### config.mk
export PLATFORM = sky130hd
export DESIGN_NAME = uart_rx
export DESIGN_NICKNAME = d
export VERILOG_FILES = /design/src/rtl/uart_pkg.sv /design/src/rtl/uart_bit_sync.sv /design/src/rtl/uart_rx.sv
export SDC_FILE = /design/constraint.sdc
export NUM_CORES = 1
export LEC_CHECK = 0
export CORE_UTILIZATION = 30
export CTS_CLUSTER_SIZE = 8
export DETAILED_ROUTE_END_ITERATION = 10
export PLACE_DENSITY = 0.56
export SLEW_MARGIN = 10
export SYNTH_ARGS = -nofsm -noshare
export SYNTH_HDL_FRONTEND = slang
export SYNTH_HIERARCHICAL = 1
export SYNTH_SLANG_ARGS = --single-unit
### constraint.sdc
create_clock -name clk -period 5.7 [get_ports clk]
set_clock_uncertainty 0.15 [all_clocks]
set_input_delay 1.14 -clock clk [delete_from_list [all_inputs] [get_ports clk]]
set_output_delay 1.14 -clock clk [all_outputs]
set_load 0.01 [all_outputs]
### src/rtl/uart_pkg.sv
// Shared UART definitions: receive-state encoding and baud divider helper.
package uart_pkg;

    typedef enum logic [2:0] {
        RX_IDLE,
        RX_START,
        RX_DATA,
        RX_PARITY,
        RX_STOP,
        RX_BREAK
    } rx_state_t;

    // Clocks per serial bit, integer truncation.
    function automatic int unsigned baud_div(input int unsigned clk_freq,
                                             input int unsigned baud);
        return clk_freq / baud;
    endfunction

endpackage

### src/rtl/uart_bit_sync.sv
// Two-flop synchronizer for a single asynchronous bit with a configurable reset value.
module uart_bit_sync #(
    parameter logic RESET_VAL = 1'b1
) (
    input  logic clk,
    input  logic reset,
    input  logic d,
    output logic q
);

    logic meta;

    always_ff @(posedge clk or posedge reset) begin
        if (reset) begin
            meta <= RESET_VAL;
            q    <= RESET_VAL;
        end else begin
            meta <= d;
            q    <= meta;
        end
    end

endmodule

### src/rtl/uart_rx.sv
// UART receiver: 1 start, DATA_BITS LSB-first, optional even parity, 1 stop bit.
// Define UART_RX_PARITY_EN to include the parity bit in the frame.
module uart_rx
    import uart_pkg::*;
#(
    parameter int unsigned CLK_FREQUENCY = 50_000_000,
    parameter int unsigned BAUD_RATE     = 115_200,
    parameter int unsigned DATA_BITS     = 7
) (
    input  logic                 clk,
    input  logic                 reset,
    input  logic                 rx_serial,
    output logic [DATA_BITS-1:0] output_data,
    output logic                 rx_valid,
    output logic                 rx_busy,
    output logic                 frame_error,
    output logic                 parity_error
);

    localparam int unsigned BAUD_DIV = baud_div(CLK_FREQUENCY, BAUD_RATE);
    localparam int unsigned HALF_DIV = BAUD_DIV / 2;
    localparam int unsigned CNT_W    = $clog2(BAUD_DIV + 1);
    localparam int unsigned IDX_W    = (DATA_BITS > 1) ? $clog2(DATA_BITS) : 1;

    localparam logic [CNT_W-1:0] HALF_LAST = CNT_W'(HALF_DIV - 1);
    localparam logic [CNT_W-1:0] BAUD_LAST = CNT_W'(BAUD_DIV - 1);
    localparam logic [IDX_W-1:0] IDX_LAST  = IDX_W'(DATA_BITS - 1);

`ifdef UART_RX_PARITY_EN
    localparam rx_state_t AFTER_DATA = RX_PARITY;
`else
    localparam rx_state_t AFTER_DATA = RX_STOP;
`endif

    rx_state_t             state;
    logic [CNT_W-1:0]      cnt;
    logic [IDX_W-1:0]      bit_idx;
    logic [DATA_BITS-1:0]  shift_reg;
    logic                  line;

`ifdef UART_RX_PARITY_EN
    logic                  parity_bad;
`else
    assign parity_error = 1'b0;
`endif

    uart_bit_sync #(
        .RESET_VAL (1'b1)
    ) u_sync (
        .clk   (clk),
        .reset (reset),
        .d     (rx_serial),
        .q     (line)
    );

    // Frame FSM; status pulses default low and are raised for exactly one clk.
    always_ff @(posedge clk or posedge reset) begin
        if (reset) begin
            state        <= RX_IDLE;
            cnt          <= '0;
            bit_idx      <= '0;
            shift_reg    <= '0;
            output_data  <= '0;
            rx_valid     <= 1'b0;
            rx_busy      <= 1'b0;
            frame_error  <= 1'b0;
`ifdef UART_RX_PARITY_EN
            parity_error <= 1'b0;
            parity_bad   <= 1'b0;
`endif
        end else begin
            rx_valid     <= 1'b0;
            frame_error  <= 1'b0;
`ifdef UART_RX_PARITY_EN
            parity_error <= 1'b0;
`endif
            case (state)
                RX_IDLE: begin
                    if (!line) begin
                        state   <= RX_START;
                        cnt     <= '0;
                        rx_busy <= 1'b1;
                    end
                end

                // Mid-start-bit check rejects glitches shorter than half a bit.
                RX_START: begin
                    if (cnt == HALF_LAST) begin
                        cnt <= '0;
                        if (!line) begin
                            state   <= RX_DATA;
                            bit_idx <= '0;
                        end else begin
                            state   <= RX_IDLE;
                            rx_busy <= 1'b0;
                        end
                    end else begin
                        cnt <= cnt + CNT_W'(1);
                    end
                end

                RX_DATA: begin
                    if (cnt == BAUD_LAST) begin
                        cnt       <= '0;
                        shift_reg <= {line, shift_reg[DATA_BITS-1:1]};
                        if (bit_idx == IDX_LAST) begin
                            state <= AFTER_DATA;
                        end else begin
                            bit_idx <= bit_idx + IDX_W'(1);
                        end
                    end else begin
                        cnt <= cnt + CNT_W'(1);
                    end
                end

`ifdef UART_RX_PARITY_EN
                RX_PARITY: begin
                    if (cnt == BAUD_LAST) begin
                        cnt        <= '0;
                        parity_bad <= line ^ (^shift_reg);
                        state      <= RX_STOP;
                    end else begin
                        cnt <= cnt + CNT_W'(1);
                    end
                end
`endif

                RX_STOP: begin
                    if (cnt == BAUD_LAST) begin
                        cnt <= '0;
                        if (!line) begin
                            frame_error <= 1'b1;
                            state       <= RX_BREAK;
                        end else begin
                            state   <= RX_IDLE;
                            rx_busy <= 1'b0;
`ifdef UART_RX_PARITY_EN
                            if (parity_bad) begin
                                parity_error <= 1'b1;
                            end else begin
                                output_data <= shift_reg;
                                rx_valid    <= 1'b1;
                            end
`else
                            output_data <= shift_reg;
                            rx_valid    <= 1'b1;
`endif
                        end
                    end else begin
                        cnt <= cnt + CNT_W'(1);
                    end
                end

                // Held-low line: wait for idle before hunting for a new start bit.
                RX_BREAK: begin
                    if (line) begin
                        state   <= RX_IDLE;
                        rx_busy <= 1'b0;
                    end
                end

                default: begin
                    state   <= RX_IDLE;
                    rx_busy <= 1'b0;
                end
            endcase
        end
    end

endmodule

==> run_results.csv <==
group,metric,value,unit
drt,wire_per_inst,13.2,um
global_routing,grt_pass1_wl,5.66,mm
final_layout,largest_reg_flops,9,
worst_setup_path,slowest_delay,0.55,ns
sta,drv_slew,0,
sta,fin_hold_ws,0.208,ns
outcome,status,"finished, final reports clean",
place,gp_congestion,0.797,
final_layout,area_growth,16.5,%
logic_synthesis,syn_area,0.00176,mm2
sta,timing.final.crit_share,44.3,%
drt,drc,0,
worst_setup_path,cp.required,4.41,ns
drt,wl,3.24,mm
sta,fin_crit,2.53,ns
clocking,path_clk_slew,0.08,ns
logic_synthesis,synth_edf_count,0,
clocking,postCtsHoldBufs,0,
final_layout,n_fill_cell,556,
logic_synthesis,synth-seq-cells,34,
drt,dr.first_iter.drc_count,87,
logic_synthesis,ys_types,50,
logic_synthesis,synthTopCellsByArea,"dfrtp_1 (46%), mux2_4 (6.0%), mux2_2 (4.5%)",
logic_synthesis,yosysSeqAreaShare,48.6,%
sta,setup_tns,0,ns
floorplanning,core.rowCount,27,
logic_synthesis,syn-num-nets,168,
sta,hold_viol,0,
floorplanning,die_h,78.5,um
floorplanning,initial_utilization,31.5,%
worst_setup_path,cp-start-kind,"flop",
logic_synthesis,synthTopCellsByCount,"dfrtp_1 (32), nand2_1 (15), inv_1 (8), nor2_1 (8)",
logic_synthesis,yosys.area.top_type_share,45.6,%
drt,vias_per_cell,4.97,
place,dp_hpwl,2.13,mm
logic_synthesis,synth_area_leader_cell,"dfrtp_1",
job,maxCapViolations,0,
worst_setup_path,critPathKind,"flop to primary output",
clocking,cts-root-buf,"clkbuf_8",
sta,rsz0062_at_grt,"no",
clocking,htreeDepth,2,
worst_setup_path,worst_ep_arrival_time,1.24,ns
global_routing,first_global_vias,1142,
worst_setup_path,critPathCaptureType,"primary output",
floorplanning,coreArea,0.00557,mm2
clocking,cts_buffer_depth,2,
sta,worstMarginPinSlew,0.654,ns
clocking,cts_sinks,34,
place,io_buffers,12,
drt,via_count,1223,
power,cellPowerDensity,234,mW/mm2
sta,setup_viol,0,
final_layout,diodes,0,
power,p_leak,0.921,nW
worst_setup_path,worst_path_max_delay_cell,"clkdlybuf4s50_1",
floorplanning,boundaryPins,14,
floorplanning,die_area,0.00616,mm2
clocking,cts_resized,0,
clocking,cts_tree,"yes",
logic_synthesis,post-synth-top-count-cell,"dfrtp_1",
global_routing,grt_use_total,12.2,%
drt,ant_nets,0,
worst_hold_path,hp-class,"flop to flop",
drt,first_pass_iters,4,
global_routing,grt_max_degree,33,
floorplanning,fp.dieW,78.5,um
place,place_area,0.00193,mm2
power,finalPower,0.479,mW
clocking,cts_setup_buffers,0,
worst_setup_path,path_buf_inv,1,
logic_synthesis,async_flop_share,100,%
worst_setup_path,cp_cell_sequence,"clkdlybuf4s50_1",
sta,slew_headroom,56.4,%
clocking,insertion_delay,0.29,ns
clocking,cts_made_buffers,5,
global_routing,grt_overflow_total,0,
logic_synthesis,syn_inst,160,
logic_synthesis,ys.flop_type,"dfrtp_1",
logic_synthesis,yosysWarningCount,6,
final_layout,layout-drive-gt1-share,19.0,%
worst_setup_path,crit_fanout,3,
final_layout,final_area,0.00204,mm2
worst_setup_path,cp_top_family,"buffers and inverters",
sta,max_freq,396,MHz
power,peakVddDrop,0.0951,mV
final_layout,layout.nets,181,
logic_synthesis,syn_avg_cell_area,11.0,um2
global_routing,antenna_found_initial,0,
## metal layers
layer	part of all wire [%]	vias to the layer above	wire, um	track usage (%)
li1	-	605	-	-
met3	5.2	7	168	3.84
met4	2.1	0	68	6.11
met2	41	31	1330	17.9
met5	0	-	0	0
met1	51	580	1670	16.1
## cells by family (layout without fill, tap and decap cells)
logic type | after synthesis | after routing | synth area share (%)
simple gates | 53 | 53 | 17.4
compound gates | 35 | 35 | 14.1
flops | 34 | 34 | 48.6
buf+inv | 16 | 30 | 4.56
mux | 15 | 15 | 11.0
fa+ha+maj | 5 | 5 | 3.56
other cells | 1 | 1 | 0.214
xor+xnor | 1 | 1 | 0.499
## report_power, final
group / switching, mW / internal, mW
Clock: 0.0968 / 0.130
Sequential: 0.000660 / 0.242
Combinational: 0.00615 / 0.00263
## worst register-to-register path, stage by stage (launching register included)
cell and delay (ns):
dfrtp_1 0.42, inv_1 0.10, ha_1 0.15, nor4b_1 0.37
a41oi_2 0.42, or2_2 0.42, a32o_1 0.25
## area by class of cell
class                      instances  area, um2  area share [%]
clock buffer                       5       68.8            3.37
sequential                        34        853            41.7
tap                               72       90.1            4.41
inverter                           8       30.0            1.47
multi-input combinational        110        822            40.2
timing repair buffer              14        135            6.61
clock inverter                     3       45.0            2.20
## metrics by stage
stage               worst slack (ns)  utilization (%)  cells
finish                          3.17             36.7    246
global route                    3.13             36.7    246
CTS                             3.17             36.7    246
detailed placement              3.31             34.6    238
global placement                3.32             34.6    238
floorplan                       3.70                -    160
## layout by cell type (no fill, tap or decap), drive strengths merged, types with 3 or more instances in the layout
| cell type | n |
|---|---|
| mux2 | 14 |
| nor2b | 3 |
| and2 | 3 |
| nand2 | 16 |
| or3b | 3 |
| ha | 5 |
| o22ai | 5 |
| and4b | 3 |
| clkdlybuf4s50 | 12 |
| inv | 8 |
| nand3 | 5 |
| o21ai | 8 |
| dfrtp | 32 |
| clkbuf | 5 |
| a21oi | 3 |
| nor2 | 8 |
## final timing paths
kind	from	end	slack, ns	depth (start not counted)
min reg2reg	u_sync/meta	u_sync/q	0.21	0
min	u_sync/meta	u_sync/q	0.21	0
max	rx_busy	rx_busy	3.17	1
max reg2reg	cnt[0]	cnt[1]	3.32	6
min in group asynchronous	reset	u_sync/meta	1.07	2
max in group asynchronous	reset	shift_reg[4]	3.98	3
No activity file was read; power rests on OpenSTA's default activity.
